File: src/rtl/apb_pkg.sv
// Shared types and default sizing for the round-robin APB master.
// The state encoding is visible here so the bench and any wrappers can decode it.
package apb_pkg;

  typedef enum logic [1:0] {
    IDLE   = 2'd0,
    SETUP  = 2'd1,
    ACCESS = 2'd2
  } apb_state_t;

  localparam int APB_NREQ    = 2;
  localparam int APB_AW      = 16;
  localparam int APB_DW      = 32;
  localparam int APB_TIMEOUT = 16;

  // Round-robin successor of a requester index, wrapping at n.
  function automatic int unsigned rr_next(input int unsigned idx, input int unsigned n);
    return (idx + 1 >= n) ? 0 : idx + 1;
  endfunction

endpackage

File: src/rtl/apb_master_arb_if.sv
// Request/response ports plus the APB3 bus, bundled for the shared APB master.
// The master modport is the arbiter's view; slave is the mirror seen by requesters and the peripheral.
interface apb_master_arb_if
  import apb_pkg::*;
#(
  parameter int NREQ = APB_NREQ,
  parameter int AW   = APB_AW,
  parameter int DW   = APB_DW
);

  logic [NREQ-1:0]    req_valid;
  logic [NREQ-1:0]    req_write;
  logic [NREQ*AW-1:0] req_addr;
  logic [NREQ*DW-1:0] req_wdata;
  logic [NREQ-1:0]    req_ready;
  logic [NREQ-1:0]    rsp_valid;
  logic [DW-1:0]      rsp_rdata;
  logic               rsp_err;

  logic               psel;
  logic               penable;
  logic               pwrite;
  logic [AW-1:0]      paddr;
  logic [DW-1:0]      pwdata;
  logic [DW-1:0]      prdata;
  logic               pready;

  modport master (
    input  req_valid, req_write, req_addr, req_wdata, prdata, pready,
    output req_ready, rsp_valid, rsp_rdata, rsp_err,
    output psel, penable, pwrite, paddr, pwdata
  );

  modport slave (
    output req_valid, req_write, req_addr, req_wdata, prdata, pready,
    input  req_ready, rsp_valid, rsp_rdata, rsp_err,
    input  psel, penable, pwrite, paddr, pwdata
  );

endinterface

File: src/rtl/rr_arbiter.sv
// Combinational round-robin picker: first asserted request at or above the pointer, wrapping.
// The pointer register lives in the caller so this block stays stateless.
module rr_arbiter #(
  parameter  int NREQ = 2,
  localparam int IW   = (NREQ > 1) ? $clog2(NREQ) : 1
) (
  input  logic [NREQ-1:0] i_req,
  input  logic [IW-1:0]   i_ptr,
  output logic [NREQ-1:0] o_grant,
  output logic [IW-1:0]   o_idx,
  output logic            o_any
);

  logic [IW:0]   w_sum;
  logic [IW-1:0] w_cand;

  // The extra sum bit lets ptr+offset exceed NREQ-1 before folding back, for any NREQ.
  always_comb begin
    o_grant = '0;
    o_idx   = '0;
    o_any   = 1'b0;
    w_sum   = '0;
    w_cand  = '0;
    for (int i = 0; i < NREQ; i++) begin
      w_sum = {1'b0, i_ptr} + (IW+1)'(i);
      if (w_sum >= (IW+1)'(NREQ)) begin
        w_sum = w_sum - (IW+1)'(NREQ);
      end
      w_cand = w_sum[IW-1:0];
      if (!o_any && i_req[w_cand]) begin
        o_any           = 1'b1;
        o_grant[w_cand] = 1'b1;
        o_idx           = w_cand;
      end
    end
  end

endmodule

File: src/rtl/apb_master_arb.sv
// APB3 master shared by NREQ requesters: round-robin accept, SETUP/ACCESS sequencing,
// bounded wait on pready, and a registered one-cycle completion pulse per requester.
module apb_master_arb
  import apb_pkg::*;
#(
  parameter int NREQ    = APB_NREQ,
  parameter int AW      = APB_AW,
  parameter int DW      = APB_DW,
  parameter int TIMEOUT = APB_TIMEOUT
) (
  input  logic              pclk,
  input  logic              preset,
  apb_master_arb_if.master  bus
);

  localparam int IW = (NREQ > 1) ? $clog2(NREQ) : 1;
  localparam int CW = $clog2(TIMEOUT);

  apb_state_t      r_state;
  apb_state_t      w_next;

  logic [IW-1:0]   r_ptr;
  logic [IW-1:0]   r_idx;
  logic [IW-1:0]   w_idx;
  logic [NREQ-1:0] w_grant;
  logic            w_any;
  logic            w_accept;
  logic            w_done_ok;
  logic            w_timeout;

  logic            r_write;
  logic [AW-1:0]   r_addr;
  logic [DW-1:0]   r_wdata;
  logic [AW-1:0]   w_addr;
  logic [DW-1:0]   w_wdata;

  logic [CW-1:0]   r_cnt;

  logic [NREQ-1:0] r_rsp_valid;
  logic [DW-1:0]   r_rsp_rdata;
  logic            r_rsp_err;

  rr_arbiter #(.NREQ(NREQ)) u_arb (
    .i_req   (bus.req_valid),
    .i_ptr   (r_ptr),
    .o_grant (w_grant),
    .o_idx   (w_idx),
    .o_any   (w_any)
  );

  assign w_accept  = (r_state == IDLE) && w_any;
  assign w_done_ok = (r_state == ACCESS) && bus.pready;
  assign w_timeout = (r_state == ACCESS) && !bus.pready && (r_cnt == CW'(TIMEOUT - 1));

  always_comb begin
    w_addr  = '0;
    w_wdata = '0;
    for (int i = 0; i < NREQ; i++) begin
      if (w_idx == IW'(i)) begin
        w_addr  = bus.req_addr[i*AW +: AW];
        w_wdata = bus.req_wdata[i*DW +: DW];
      end
    end
  end

  always_ff @(posedge pclk) begin
    if (preset) begin
      r_state <= IDLE;
    end else begin
      r_state <= w_next;
    end
  end

  // Grant is only exposed in IDLE, so a request can never be accepted mid-transfer.
  always_comb begin
    w_next        = r_state;
    bus.psel      = 1'b0;
    bus.penable   = 1'b0;
    bus.req_ready = '0;
    unique case (r_state)
      IDLE: begin
        bus.req_ready = w_grant;
        if (w_any) begin
          w_next = SETUP;
        end
      end
      SETUP: begin
        bus.psel = 1'b1;
        w_next   = ACCESS;
      end
      ACCESS: begin
        bus.psel    = 1'b1;
        bus.penable = 1'b1;
        if (w_done_ok || w_timeout) begin
          w_next = IDLE;
        end
      end
      default: begin
        w_next = IDLE;
      end
    endcase
  end

  // Request latch and round-robin pointer; APB address/data hold their value between transfers.
  always_ff @(posedge pclk) begin
    if (preset) begin
      r_ptr   <= '0;
      r_idx   <= '0;
      r_write <= 1'b0;
      r_addr  <= '0;
      r_wdata <= '0;
    end else if (w_accept) begin
      r_ptr   <= IW'(rr_next(32'(w_idx), NREQ));
      r_idx   <= w_idx;
      r_write <= bus.req_write[w_idx];
      r_addr  <= w_addr;
      r_wdata <= w_wdata;
    end
  end

  always_ff @(posedge pclk) begin
    if (preset) begin
      r_cnt <= '0;
    end else if (r_state == SETUP) begin
      r_cnt <= '0;
    end else if ((r_state == ACCESS) && !bus.pready) begin
      r_cnt <= r_cnt + 1'b1;
    end
  end

  // A reset on the completing edge wins, so an aborted transfer never pulses rsp_valid.
  always_ff @(posedge pclk) begin
    if (preset) begin
      r_rsp_valid <= '0;
      r_rsp_rdata <= '0;
      r_rsp_err   <= 1'b0;
    end else begin
      r_rsp_valid <= '0;
      r_rsp_rdata <= '0;
      r_rsp_err   <= 1'b0;
      if (w_done_ok) begin
        r_rsp_valid[r_idx] <= 1'b1;
        r_rsp_rdata        <= r_write ? '0 : bus.prdata;
      end else if (w_timeout) begin
        r_rsp_valid[r_idx] <= 1'b1;
        r_rsp_err          <= 1'b1;
      end
    end
  end

  assign bus.pwrite    = r_write;
  assign bus.paddr     = r_addr;
  assign bus.pwdata    = r_wdata;
  assign bus.rsp_valid = r_rsp_valid;
  assign bus.rsp_rdata = r_rsp_rdata;
  assign bus.rsp_err   = r_rsp_err;

endmodule
File: src/flat_wrapper.sv
// flat-port wrapper written by rule: the top's interface ports become plain ports
module apb_master_arb_flat import apb_pkg::*;
#(
  parameter int NREQ    = APB_NREQ,
  parameter int AW      = APB_AW,
  parameter int DW      = APB_DW,
  parameter int TIMEOUT = APB_TIMEOUT
)
  (pclk, preset, bus_req_valid, bus_req_write, bus_req_addr, bus_req_wdata, bus_prdata, bus_pready, bus_req_ready, bus_rsp_valid, bus_rsp_rdata, bus_rsp_err, bus_psel, bus_penable, bus_pwrite, bus_paddr, bus_pwdata);
  apb_master_arb_if #(.NREQ(NREQ), .AW(AW), .DW(DW)) bus_i ();
  input  logic pclk;
  input  logic preset;
  input wire logic [$bits(bus_i.req_valid)-1:0] bus_req_valid;
  input wire logic [$bits(bus_i.req_write)-1:0] bus_req_write;
  input wire logic [$bits(bus_i.req_addr)-1:0] bus_req_addr;
  input wire logic [$bits(bus_i.req_wdata)-1:0] bus_req_wdata;
  input wire logic [$bits(bus_i.prdata)-1:0] bus_prdata;
  input wire logic [$bits(bus_i.pready)-1:0] bus_pready;
  output wire logic [$bits(bus_i.req_ready)-1:0] bus_req_ready;
  output wire logic [$bits(bus_i.rsp_valid)-1:0] bus_rsp_valid;
  output wire logic [$bits(bus_i.rsp_rdata)-1:0] bus_rsp_rdata;
  output wire logic [$bits(bus_i.rsp_err)-1:0] bus_rsp_err;
  output wire logic [$bits(bus_i.psel)-1:0] bus_psel;
  output wire logic [$bits(bus_i.penable)-1:0] bus_penable;
  output wire logic [$bits(bus_i.pwrite)-1:0] bus_pwrite;
  output wire logic [$bits(bus_i.paddr)-1:0] bus_paddr;
  output wire logic [$bits(bus_i.pwdata)-1:0] bus_pwdata;
  assign bus_i.req_valid = bus_req_valid;
  assign bus_i.req_write = bus_req_write;
  assign bus_i.req_addr = bus_req_addr;
  assign bus_i.req_wdata = bus_req_wdata;
  assign bus_i.prdata = bus_prdata;
  assign bus_i.pready = bus_pready;
  assign bus_req_ready = bus_i.req_ready;
  assign bus_rsp_valid = bus_i.rsp_valid;
  assign bus_rsp_rdata = bus_i.rsp_rdata;
  assign bus_rsp_err = bus_i.rsp_err;
  assign bus_psel = bus_i.psel;
  assign bus_penable = bus_i.penable;
  assign bus_pwrite = bus_i.pwrite;
  assign bus_paddr = bus_i.paddr;
  assign bus_pwdata = bus_i.pwdata;
  apb_master_arb #(.NREQ(NREQ), .AW(AW), .DW(DW), .TIMEOUT(TIMEOUT)) u_core (.pclk(pclk), .preset(preset), .bus(bus_i));
endmodule
File: config.mk
export PLATFORM = sky130hd
export DESIGN_NAME = apb_master_arb_flat
export DESIGN_NICKNAME = d
export VERILOG_FILES = /design/src/rtl/apb_pkg.sv /design/src/rtl/apb_master_arb_if.sv /design/src/rtl/rr_arbiter.sv /design/src/rtl/apb_master_arb.sv /design/src/flat_wrapper.sv
export SDC_FILE = /design/constraint.sdc
export NUM_CORES = 1
export LEC_CHECK = 0
export CORE_ASPECT_RATIO = 1.4
export CORE_UTILIZATION = 33
export CTS_CLUSTER_DIAMETER = 30
export DETAILED_ROUTE_END_ITERATION = 6
export GPL_TIMING_DRIVEN = 0
export HOLD_SLACK_MARGIN = 0.12
export PLACE_DENSITY = 0.79
export REMOVE_ABC_BUFFERS = 1
export SETUP_SLACK_MARGIN = 0.3
export SYNTH_ARGS = -nofsm -noshare
export SYNTH_HDL_FRONTEND = slang
export SYNTH_SLANG_ARGS = --single-unit
File: constraint.sdc
create_clock -name pclk -period 1.45 [get_ports pclk]
set_input_delay 0.145 -clock pclk [delete_from_list [all_inputs] [get_ports pclk]]
set_output_delay 0.145 -clock pclk [all_outputs]
set_load 0.02 [all_outputs]
Yosys cells after proc, flatten, opt, wreduce, memory -nomap -nowiden
Index checks and enable logic that the tools add are counted.
{"block": "word_totals", "reg_bits": 92, "out_inout_bits": 88, "wordCells": 81}
{"block": "classes", "eq_ne": 5, "magnitude_cmp": 10, "reduce_logical": 17, "add_sub_neg": 5, "bitwise": 2, "mux": 32}
{"op": "$mux W32", "count": 1}
{"op": "$mux W1", "count": 19}
{"op": "$mux W16", "count": 1}
{"op": "$mux W2", "count": 7}
{"op": "$logic_and A1 B1 Y1", "count": 8}
{"op": "$lt A1 B2 Y1 const B", "count": 4}
{"op": "$pmux W2 S3", "count": 1}
{"op": "$reduce_or A2 Y1", "count": 3}
{"op": "$add A1 B1 Y2 const B", "count": 2}
{"op": "$add A4 B1 Y4 const B", "count": 1}
{"op": "$eq A4 B4 Y1 const B", "count": 1}
{"op": "$ge A2 B2 Y1 const B", "count": 2}
{"op": "$demux W1 S1", "count": 3}
{"op": "$ge A1 B1 Y1 const B", "count": 3}
{"op": "$reduce_or A3 Y1", "count": 1}
{"op": "$eq A2 B1 Y1 const B", "count": 1}
{"op": "$eq A2 B2 Y1 const B", "count": 1}
{"op": "$ge A1 B2 Y1 const B", "count": 1}
{"op": "$logic_not A1 Y1", "count": 2}
{"op": "$logic_not A2 Y1", "count": 1}
{"op": "$ne A2 B1 Y1 const B", "count": 1}
{"op": "$ne A2 B2 Y1 const B", "count": 1}
{"op": "$or A2 B2 Y2", "count": 1}
{"op": "$reduce_and A2 Y1", "count": 1}
{"op": "other kinds (3)", "count": 4}

Depth between registers and ports, before layout
Gate-level depths: netlist (run 1).
{"block": "logic_depth", "depth_word": 11, "ltp_mapped": 8, "depth_no_buf": 5}

Hierarchy
A second synthesis (run 1) with hierarchy kept.
{"block": "hier_totals", "cells_unflattened": 353, "hier_area_um2": 3674.8}
{"mod": "apb_master_arb", "n_inst": 1, "area_per_inst_um2": 3642.2, "cells_per_inst": 348}
{"mod": "rr_arbiter", "n_inst": 1, "area_per_inst_um2": 32.5, "cells_per_inst": 5}

Worst setup path before layout (run 1)
Ideal clock, no wire load.
{"block": "synth_timing", "path_kind": "register to register", "startpoint": "register u_core.r_state[0]", "endpoint": "register u_core.r_wdata[10] (netlist: u_core.bus.pwdata[10])", "path_buffers": 2, "setup_slack_ns": -0.001, "path_stages_with_launch": 8, "period_less_slack_ns": 1.451, "arrival_time_ns": 1.330, "required_ns": 1.328, "path_cell_list": "dfxtp_1 inv_1 ha_1 buf_4 o21a_2 nor2_1 buf_4 a221o_1"}
{"block": "synth_between", "elab_chain_len": 2}
{"item": "start, declared", "line": "apb_master_arb.sv:19", "source": "apb_state_t r_state;"}
{"item": "start signal, assigned", "line": "apb_master_arb.sv:70", "source": "r_state <= w_next;"}
{"item": "$logic_not A2 Y1", "line": "apb_master_arb.sv:51", "source": "assign w_accept = (r_state == IDLE) && w_any;"}
{"item": "$logic_and A1 B1 Y1", "line": "apb_master_arb.sv:51"}
{"item": "end signal, assigned", "line": "apb_master_arb.sv:117", "source": "r_wdata <= w_wdata;"}
{"item": "end, declared", "line": "apb_master_arb.sv:33", "source": "logic [DW-1:0] r_wdata;"}
Every way passes these cells.
A chain may end at the register's enable or synchronous reset.

Worst setup path after layout (run 1)
{"block": "layout_timing", "startpoint": "register u_core.r_state[1]", "endpoint": "register u_core.r_wdata[25] (netlist: u_core.bus.pwdata[25])"}
Same word-level chain as after synthesis.

==> results of run 1 <==
-- cell type report --
class / instances / area [um^2]
sequential: 92 / 1860
clock inverter: 5 / 82.6
tap: 138 / 173
inverter: 3 / 20.0
clock buffer: 11 / 243
fill: 765 / 3400
timing repair buffer: 253 / 2450
multi-input combinational: 226 / 2170
timing repair inverter: 1 / 7.51
-- registers in the layout (all words and copies together), names as in the netlist --
name	flops
u_core.bus.pwdata	32
u_core.r_idx	1
u_core.r_state	2
u_core.r_cnt	4
u_core.bus.pwrite	1
u_core.bus.rsp_rdata	32
u_core.bus.rsp_valid	2
u_core.bus.rsp_err	1
u_core.r_ptr	1
u_core.bus.paddr	16
-- layout by cell type (no fill, tap or decap), drive strengths merged, types with 3 or more instances in the layout --
master | synthesis | routed
a311oi | 19 | 19
a32oi | 29 | 29
and2 | 33 | 33
and3 | 3 | 3
and4bb | 1 | 4
buf | 25 | 46
clkbuf | 11 | 39
clkdlybuf4s15 | 0 | 36
clkdlybuf4s50 | 0 | 131
dfxtp | 92 | 92
dlygate4sd2 | 0 | 12
ha | 4 | 4
inv | 3 | 4
nand2b | 4 | 5
nand3 | 20 | 20
nor2 | 23 | 23
nor2b | 2 | 3
nor3 | 5 | 5
o21a | 1 | 6
o21ai | 21 | 21
o2bb2ai | 28 | 28
-- worst paths after layout --
kind | startpoint | to | slack, ns
max | u_core.r_state[1]$_SDFFE_PP0P_ | u_core.bus.pwdata[25]$_SDFFE_PP0P_ | -0.009
min | preset | u_core.r_ptr$_SDFFE_PP0P_ | 0.27
max reg2reg | u_core.r_state[1]$_SDFFE_PP0P_ | u_core.bus.pwdata[25]$_SDFFE_PP0P_ | -0.009
min reg2reg | u_core.r_idx$_SDFFE_PP0P_ | u_core.bus.rsp_valid[0]$_SDFF_PP0_ | 0.46
-- cell families after synthesis --
group	Yosys count	share of synthesized area, %
multiplexers	2	0.566
flip-flops	92	52.1
XOR/XNOR	2	0.495
AO/OA/AOI/OAI	108	24.3
AND/OR/NAND/NOR	99	15.3
buffers and inverters	39	5.80
adder cells (fa/ha/maj)	4	1.42
-- power breakdown --
| part | total (W) | internal (W) | switching, W | leakage [nW] |
|---|---|---|---|---|
| Clock | 0.00257 | 0.00157 | 0.00101 | 0.161 |
| Sequential | 0.00290 | 0.00274 | 0.000161 | 0.756 |
| Combinational | 0.00235 | 0.00118 | 0.00117 | 1.81 |
| Total | 0.00783 | 0.00549 | 0.00233 | 2.72 |
-- layer usage --
layer  share of wire (%)  up-vias
li1                    -     1802
met1                  37     1913
met2                  53      192
met3                 5.8       44
met4                 4.4        0
met5                   0        -
-- critical path: stages (launching register included) --
cell     delay (ns)
dfxtp_4        0.38
inv_4          0.04
ha_4           0.19
buf_6          0.13
nor2b_4        0.13
and3_4         0.20
a221o_1        0.27
-- stage by stage --
stage	hold WS [ns]	total power, W	utilization, %	area [um^2]	TNS, ns
final	0.272	0.00783	67.3	7010	-0.00878
after global placement	0.444	0.00458	55.1	5740	-164.65
after global routing	0.289	0.00813	67.3	7010	-0.376
after CTS	0.245	0.00773	66.9	6960	0
after floorplan	0.217	0.00363	-	3340	-30.92
after detailed placement	0.446	0.00464	55.5	5780	-94.26
-- repair_timing --
item	4_1_cts	5_1_grt
gates resized for setup	310	103
setup buffers	22	3
hold endpoints to repair	0	0
setup endpoints to repair	180	144
pin swaps	60	42
cloned	15	1
==> impl_results.md, run 1 <==
* Drt first-iter violations at 180
* Cells after synthesis at 346
* Initial standard-cell utilization of the core at 34.0%
* Detail Route Antenna Nets at 0
* Post-layout instance count excluding filler cells at 729
* Final critical-path share of the clock period at 101%
* Final worst path period need at 1.46 ns
* Leakage power summed over all cells at 2.72 nW
* Drt first pass iters at 4
* Worst Tran Pin Value at 0.579 ns
* Arrival time at the worst endpoint at 1.68 ns
* Class of the most critical hold timing path: input port to register
* GRT Total Usage at 26.3%
* Peak supply drop at 0.658 mV
* Wire length of the first global-routing pass at 22.0 mm
* Buffers added on ports at 222
* Setup crit end kind: register
* GR Util met2 at 45.0%
* Number of sinks handled by clock tree synthesis at 92
* DRC viols at 0
* Pins Over Slew Limit at 0
* Number of distinct library cells after synthesis at 37
* Fraction of post-synthesis cell area in the top cell type by area at 52.1%
* Per-instance average area after synthesis at 10.2 um^2
* Most Used Layer, Global Route: met2
* Remaining global-route overflow at 0
* Routed wire per std cell at 19.9 um
* Boundary Pins at 223
* Power density over the cells at 1120 mW/mm^2
* Cell count after placement at 672
* Number of flops mapped to enable cells by yosys at 0
* Routed vias/inst at 5.42
* Sequential area share after synthesis at 52.1%
* Y dimension of the die at 124 um
* Leading cell type by number of instances after synthesis: dfxtp_1
* Total of endpoints with negative setup slack in the final report at 1
* CTS Buffer Depth at 2
* Routed Wire Length at 14.5 mm
* Data required time of the worst path at 1.67 ns
* Run status: finished, violations left
* Cell type contributing the most total cell area after synthesis: dfxtp_1
* Met1 global-route usage at 30.0%
* Largest driver fanout on the critical path at 6
* Total number of placement rows at 44
* Estimated wirelength of the detail-placed design at 7.99 mm
* Warning count from the yosys run at 0
* Number of maximum-capacitance violations at 0
* RSZ-0062 raised after global routing: yes
* Global placer's final weighted congestion at 0.789
* Die W at 89.5 um
* Commonest cells post-synth: 92 x dfxtp_1, 33 x and2_1, 29 x a32oi_1, 28 x o2bb2ai_1, 23 x nor2_1
* FF-to-FF path depth at 6
* Violations in the final reports: negative setup slack
* Least setup slack across all paths after layout at -0.00878 ns
* Synth Flop Type: dfxtp_1
* # diodes at 0
* CTS hold repair buffers at 0
* Highest Clock Rate at 686 MHz
* Pre-CTS WS at -1.77 ns
* Synth Register Bits at 92
* Synth area leaders: dfxtp_1 52%, a32oi_1 7.2%, o2bb2ai_1 6.9%, and2_1 5.8%, a311oi_1 4.7%
* Root buffer cell: clkbuf_16
* Clock transition time at the flip-flop clock pins of the worst setup and hold paths at 0.07 ns
* Number of global-route vias before repair at 4197
* Antenna violations before repair at 0
* Final Hold Violating Endpoints at 0
* Worst rel slew slack at 61.4%
* Area of the mapped netlist at 0.00354 mm^2
* Final net count at 725
* Via count at 3951
* Pin count of the biggest net entering global routing at 62
* Async S/R FF share, synth at 0%
* Area Overhead vs Synth at 98.1%
* Fraction of final layout cells with drive strength greater than 1 at 37.2%
* Clock insertion delay at the later pin of the skew report at 0.33 ns
* WS Path Type: register to register
* H-tree depth at 3
* Core Area at 0.0104 mm^2
* Worst hold stages at 2
* Post-Route Skew at 0.00337 ns
* TritonCTS clock tree: built
* Worst Setup Start Kind: register
* Number of buffers created by CTS at 9
* Fraction of met3 tracks used by global routing at 4.84%
* Die Area at 0.0111 mm^2
Note: power is estimated with default switching activity, not from simulation.
==> run 2: changes to the inputs <==
- CORE_MARGIN: not set -> 2
- PLACE_DENSITY: 0.79 -> 0.76
==> run 2 against run 1 <==
- the flow still finishes with violations (negative setup slack)
- wire length down 1.4%
- final area shrank 3.3%
- total power decreased by 4.2%
- sequential cell count unchanged
- fmax up 0.59%
- first-iteration DRC count is 27% lower
- clock power is 8.2% lower
- final cell count fell by 0.27%
- sequential power barely moved
- register-to-register slack barely moved
- critical path type unchanged
==> impl_results.md, run 2 (same netlist as run 1, synthesis figures left out) <==
* Run status: finished, violations left
* Violations in the final reports: negative setup slack
* Least setup slack across all paths after layout at -0.000254 ns (+0.00852 ns)
* Remaining global-route overflow at 0 (unchanged)
* Routed Wire Length at 14.3 mm (-1.4%)
* Pin count of the biggest net entering global routing at 61 (-1.6%)
* Number of buffers created by CTS at 9 (unchanged)
* Commonest non-fill, non-tap cell in the layout: clkdlybuf4s50_1
* Arrival time at the worst endpoint at 1.68 ns (about the same)
* Drt first-iter violations at 131 (-27%)
* Class of the most critical hold timing path: input port to register
* Crit-path max cell delay at 0.34 ns (-0.04 ns)
* Die Area at 0.0116 mm^2 (+3.9%)
* Estimated wirelength of the detail-placed design at 8.50 mm (+6.4%)
* Via count at 3865 (-2.2%)
* Final net count at 723 (-0.28%)
* Drt first pass iters at 4 (unchanged)
* Initial standard-cell utilization of the core at 34.0% (unchanged)
* Y dimension of the die at 126 um (+1.6%)
* Core Area at 0.0104 mm^2 (unchanged)
* Global placer's final weighted congestion at 0.775 (-1.8%)
* Final Hold Violating Endpoints at 0 (unchanged)
* GRT Total Usage at 22.9% (-3.4 points)
* Highest Clock Rate at 690 MHz (+0.59%)
* H-tree depth at 3 (unchanged)
* Core utilization of the finished layout at 65.1% (-2.2 points)
* Pins Over Slew Limit at 0 (unchanged)
* Worst Setup Start Kind: register
* Worst Tran Pin Value at 0.732 ns (+0.153 ns)
* Setup crit end kind: register
* Number of global-route vias before repair at 3907 (-6.9%)
* Worst rel slew slack at 51.2% (-10 points)
* Final total power at 0.00750 W (-4.2%)
* Detail Route Antenna Nets at 0 (unchanged)
* Routed wire per std cell at 19.7 um (-1.1%)
* Final critical-path share of the clock period at 100% (-0.59 points)
* Number of maximum-capacitance violations at 0 (unchanged)
* Peak supply drop at 0.587 mV (-11%)
* RSZ-0062 raised after global routing: yes
* Boundary Pins at 223 (unchanged)
* WS Path Type: register to register
* Clock insertion delay at the later pin of the skew report at 0.34 ns (about the same)
* Number of fill cells at 826 (+8.0%)
* Leading cell types in the layout, fill and taps excluded: 131 x clkdlybuf4s50_1, 89 x dfxtp_1, 31 x clkbuf_2
* CTS Buffer Depth at 2 (unchanged)
* Number of sinks handled by clock tree synthesis at 92 (unchanged)
* Data required time of the worst path at 1.68 ns (about the same)
* Final worst path period need at 1.45 ns (-0.00852 ns)
* Buffers added on ports at 222 (unchanged)
* # diodes at 0 (unchanged)
* Leakage power summed over all cells at 2.67 nW (-2.0%)
* Clock transition time at the flip-flop clock pins of the worst setup and hold paths at 0.07 ns (about the same)
* Area Overhead vs Synth at 91.5%
* Antenna violations before repair at 0 (unchanged)
* Largest driver fanout on the critical path at 8 (+2)
* TritonCTS clock tree: built
* Total number of placement rows at 44 (unchanged)
* Multi-input combinational cell area at 0.00201 mm^2 (-7.2%)
* Area taken by flip-flops and latches at 0.00185 mm^2 (-0.47%)
* Cell chain of the critical path: inv_4, ha_4, o21a_4, nor2_4, buf_8, a221o_1
* Total of endpoints with negative setup slack in the final report at 1 (unchanged)
* Wire length of the first global-routing pass at 20.5 mm (-7.0%)
* Post-Route Skew at 0.00622 ns (+0.00285 ns)
* Routed vias/inst at 5.32 (-1.9%)
* Root buffer cell: clkbuf_16
* Die W at 91.5 um (+2.2%)
* Worst-case hold slack at 0.327 ns (+0.0551 ns)
* Power density over the cells at 1110 mW/mm^2 (-0.91%)
* Pre-CTS WS at -1.76 ns (+0.00798 ns)
* Cell with the largest stage delay on the worst path: dfxtp_2
* DRC viols at 0 (unchanged)
* Fraction of final layout cells with drive strength greater than 1 at 31.9% (-5.3 points)
==> run 2: cell types whose count changed in the layout (fill, tap and decap cells not counted), sizes merged, moves of 2 or more <==
cell,before,now
clkdlybuf4s15,36,32
and4bb,4,1
clkbuf,39,41
clkinv,1,3
==> run 2: worst max-delay path, delay by kind of cell, from the launching register on <==
kind	cells	cell delay, ns
simple gates	1	0.07
compound gates	2	0.48
buf+inv	2	0.26
fa+ha+maj	1	0.20
flops	1	0.34
==> run 2: final timing paths <==
check	from	end	slack, ns	cells after the start
min	bus_req_valid[1]	u_core.bus.paddr[8]$_SDFFE_PP0P_	0.33	3
max reg2reg	u_core.r_state[0]$_SDFFE_PP0P_	u_core.bus.pwdata[25]$_SDFFE_PP0P_	-0.0003	6
max	u_core.r_state[0]$_SDFFE_PP0P_	u_core.bus.pwdata[25]$_SDFFE_PP0P_	-0.0003	6
min reg2reg	u_core.bus.pwdata[13]$_SDFFE_PP0P_	u_core.bus.pwdata[13]$_SDFFE_PP0P_	0.47	1
==> run 2: per-layer routing <==
layer	vias up	wire length, um	track usage, %	share of wire (%)
li1	1789	-	-	-
met1	1859	5200	23.3	36
met2	178	7740	42.4	54
met3	39	837	6.06	5.9
met4	0	529	11.5	3.7
met5	-	0	0	0
==> run 2: where the power goes <==
part | total [W] | switching [W] | leakage (nW) | internal (W)
Clock | 0.00236 | 0.00102 | 0.146 | 0.00135
Combinational | 0.00224 | 0.00112 | 1.77 | 0.00112
Sequential | 0.00289 | 0.000148 | 0.754 | 0.00274
==> run 2: stage by stage <==
step	setup TNS [ns]	cell area (um^2)	std cells
after floorplan	-30.92	3340	310
after global placement	-162.49	5740	670
after detailed placement	-95.68	5780	672
after CTS	0	6540	716
after global routing	-0.274	6770	727
final	-0.000254	6770	727
==> run 2: cell type report <==
cell class / count / share of cell area (%)
well taps: 138 / 2.55
inverters: 3 / 0.296
clock inverters: 7 / 1.09
repair inverters: 1 / 0.111
multi-input cells: 224 / 29.7
repair buffers: 253 / 35.6
clock buffers: 9 / 3.33
flip-flops and latches: 92 / 27.3
==> run 2: timing repair <==
action,4_1_cts,5_1_grt
resized for setup,229,133
pin swaps,6,36
setup buffers,17,9
setup endpoints to repair,180,152
hold buffers,0,0
cloned,11,2
==> run 3: changes to the inputs <==
- CAP_MARGIN: not set -> 20
- SKIP_CTS_REPAIR_TIMING: not set -> 1
==> run 3 against run 2 <==
- the flow still finishes with violations (negative setup slack)
- final cell count is 0.14% lower
- sequential cell count stayed put
- critical path depth stayed put
- clock-buffer cell count stayed put
- clock skew is 0.0012 ns higher
- global-route usage is 3.3 points lower
- via count is 1.7% lower
- clock power hardly changed
- sequential power hardly changed
==> impl_results.md, run 3 (same netlist as run 1, synthesis figures left out) <==
* # diodes at 0 (unchanged)
* Estimated wirelength of the detail-placed design at 8.82 mm (+3.8%)
* Cell count after placement at 676 (+0.60%)
* Final worst path period need at 1.45 ns (+0.00133 ns)
* Arrival time at the worst endpoint at 1.67 ns (about the same)
* Internal Power at 0.00537 W (+3.1%)
* Pin count of the biggest net entering global routing at 55 (-9.8%)
* Final net count at 722 (-0.14%)
* Total number of placement rows at 44 (unchanged)
* Final Hold Violating Endpoints at 0 (unchanged)
* WS Path Type: register to register
* Global placer's final weighted congestion at 0.775 (unchanged)
* Clock network fraction of design power at 30.8% (-0.7 points)
* Wire length of the first global-routing pass at 17.9 mm (-12%)
* Power density over the cells at 1060 mW/mm^2 (-4.1%)
* Worst Setup Start Kind: register
* Leakage power summed over all cells at 3.94 nW (+48%)
* Core Area at 0.0104 mm^2 (unchanged)
* Violations in the final reports: negative setup slack
* Routed Wire Length at 14.2 mm (-0.85%)
* Number of buffers created by CTS at 9 (unchanged)
* Share of power burned in combinational logic at 31.5% (+1.6 points)
* H-tree depth at 3 (unchanged)
* Number of maximum-capacitance violations at 0 (unchanged)
* Worst Tran Pin Value at 0.500 ns (-0.232 ns)
* Y dimension of the die at 126 um (unchanged)
* Crit-path max cell delay at 0.34 ns (about the same)
* Die W at 91.5 um (unchanged)
* DRC viols at 0 (unchanged)
* Leading cell types in the layout, fill and taps excluded: 131 x clkdlybuf4s50_1, 89 x dfxtp_1, 84 x dlymetal6s2s_1
* Drt first pass iters at 4 (unchanged)
* Data required time of the worst path at 1.67 ns (about the same)
* Highest Clock Rate at 689 MHz (about the same)
* Pins Over Slew Limit at 0 (unchanged)
* RSZ-0062 raised after global routing: yes
* CTS Buffer Depth at 2 (unchanged)
* Via count at 3801 (-1.7%)
* Initial standard-cell utilization of the core at 34.0% (unchanged)
* Routed vias/inst at 5.24 (-1.5%)
* Class of the most critical hold timing path: input port to register
* Cell chain of the critical path: inv_2, ha_4, o21a_4, nor2_4, buf_12, a221o_1
* Detail Route Antenna Nets at 0 (unchanged)
* Boundary Pins at 223 (unchanged)
* Least setup slack across all paths after layout at -0.00158 ns (-0.00133 ns)
* Largest delay share family, worst path: compound AO/OA/AOI/OAI gates
* Buffers added on ports at 222 (unchanged)
* Worst-case hold slack at 0.304 ns (-0.0229 ns)
* Antenna violations before repair at 0 (unchanged)
* GRT Total Usage at 19.5% (-3.3 points)
* Cell with the largest stage delay on the worst path: dfxtp_2
* Number of fill cells at 724 (-12%)
* Post-layout instance count excluding filler cells at 726 (-0.14%)
* Clock insertion delay at the later pin of the skew report at 0.34 ns (about the same)
* Drt first-iter violations at 129 (-1.5%)
* Worst Path Buf+Inv at 2 (unchanged)
* Final critical-path share of the clock period at 100% (about the same)
* Post-Route Skew at 0.00741 ns (+0.00119 ns)
* Number of global-route vias before repair at 3584 (-8.3%)
* Worst rel slew slack at 66.6% (+15 points)
* Commonest non-fill, non-tap cell in the layout: clkdlybuf4s50_1
* Remaining global-route overflow at 0 (unchanged)
* TritonCTS clock tree: built
* Flop pwr share at 37.7% (-0.9 points)
* Peak supply drop at 0.650 mV (+11%)
* Final total power at 0.00771 W (+2.9%)
* Setup crit end kind: register
* Largest driver fanout on the critical path at 6 (-2)
* Die Area at 0.0116 mm^2 (unchanged)
* Number of sinks handled by clock tree synthesis at 92 (unchanged)
* Fraction of final layout cells with drive strength greater than 1 at 24.5% (-7.4 points)
* Sw frac at 30.4% (-0.14 points)
* Net switching component of the power at 0.00234 W (+2.4%)
* Area Overhead vs Synth at 105%
* Run status: finished, violations left
* Total of endpoints with negative setup slack in the final report at 1 (unchanged)
* Root buffer cell: clkbuf_16
* Clock transition time at the flip-flop clock pins of the worst setup and hold paths at 0.07 ns (about the same)
* Routed wire per std cell at 19.5 um (-0.72%)
[run 3: cell types whose count changed in the layout (fill, tap and decap cells not counted), sizes merged]
cell	delta
dlymetal6s2s	+84
buf	-11
o21a	+1
a21boi	-1
clkdlybuf4s15	-32
clkbuf	-26
nand2b	-1
dlygate4sd2	-13
nor2b	-2
[run 3: final cells by class]
| cell class | instances | area [um^2] | share of cell area, % |
|---|---|---|---|
| Clock buffer | 9 | 225 | 3.10 |
| Clock inverter | 7 | 73.8 | 1.02 |
| Inverter | 3 | 17.5 | 0.241 |
| Multi-Input combinational cell | 221 | 2070 | 28.5 |
| Sequential cell | 92 | 1850 | 25.4 |
| Tap cell | 138 | 173 | 2.38 |
| Timing Repair Buffer | 255 | 2850 | 39.3 |
| Timing Repair inverter | 1 | 7.51 | 0.103 |
[run 3: worst paths after layout]
check                                       end                           start  slack, ns  depth (start not counted)
max          u_core.bus.pwdata[25]$_SDFFE_PP0P_  u_core.r_state[1]$_SDFFE_PP0P_     -0.002                          6
min           u_core.bus.paddr[10]$_SDFFE_PP0P_                          preset       0.30                          2
max reg2reg  u_core.bus.pwdata[25]$_SDFFE_PP0P_  u_core.r_state[1]$_SDFFE_PP0P_     -0.002                          6
min reg2reg  u_core.bus.rsp_valid[0]$_SDFF_PP0_       u_core.r_idx$_SDFFE_PP0P_       0.47                          1
[run 3: worst register-to-register path, cell delays in order (launching register included)]
cell     delay (ns)
dfxtp_2        0.34
inv_2          0.08
ha_4           0.19
o21a_4         0.18
nor2_4         0.08
buf_12         0.16
a221o_1        0.31
[run 3: layer usage]
layer / vias up / track usage (%) / wire, um
met2: 170 / 36.9 / 7890
met4: 0 / 8.47 / 457
met1: 1818 / 19.7 / 4970
met5: - / 0 / 0
met3: 31 / 5.40 / 867
li1: 1782 / - / -
[run 3: power groups by stage]
stage               registers, W  clock network (W)  logic, W
finish                   0.00291            0.00237   0.00243
floorplan                0.00314                  0  0.000498
CTS                      0.00285            0.00239   0.00179
global route             0.00293            0.00248   0.00256
detailed placement       0.00290                  0   0.00178
global placement         0.00289                  0   0.00169
[run 3: per-stage QoR]
stage,utilization [%],TNS (ns),area (um^2),setup WS (ns)
after floorplan,-,-30.92,3340,-0.902
after global placement,55.1,-162.49,5740,-3.03
after detailed placement,56.1,-63.17,5840,-1.24
after CTS,59.0,-41.74,6130,-1.05
after global routing,69.8,-0.613,7270,-0.0604
final,69.8,-0.00158,7270,-0.00158
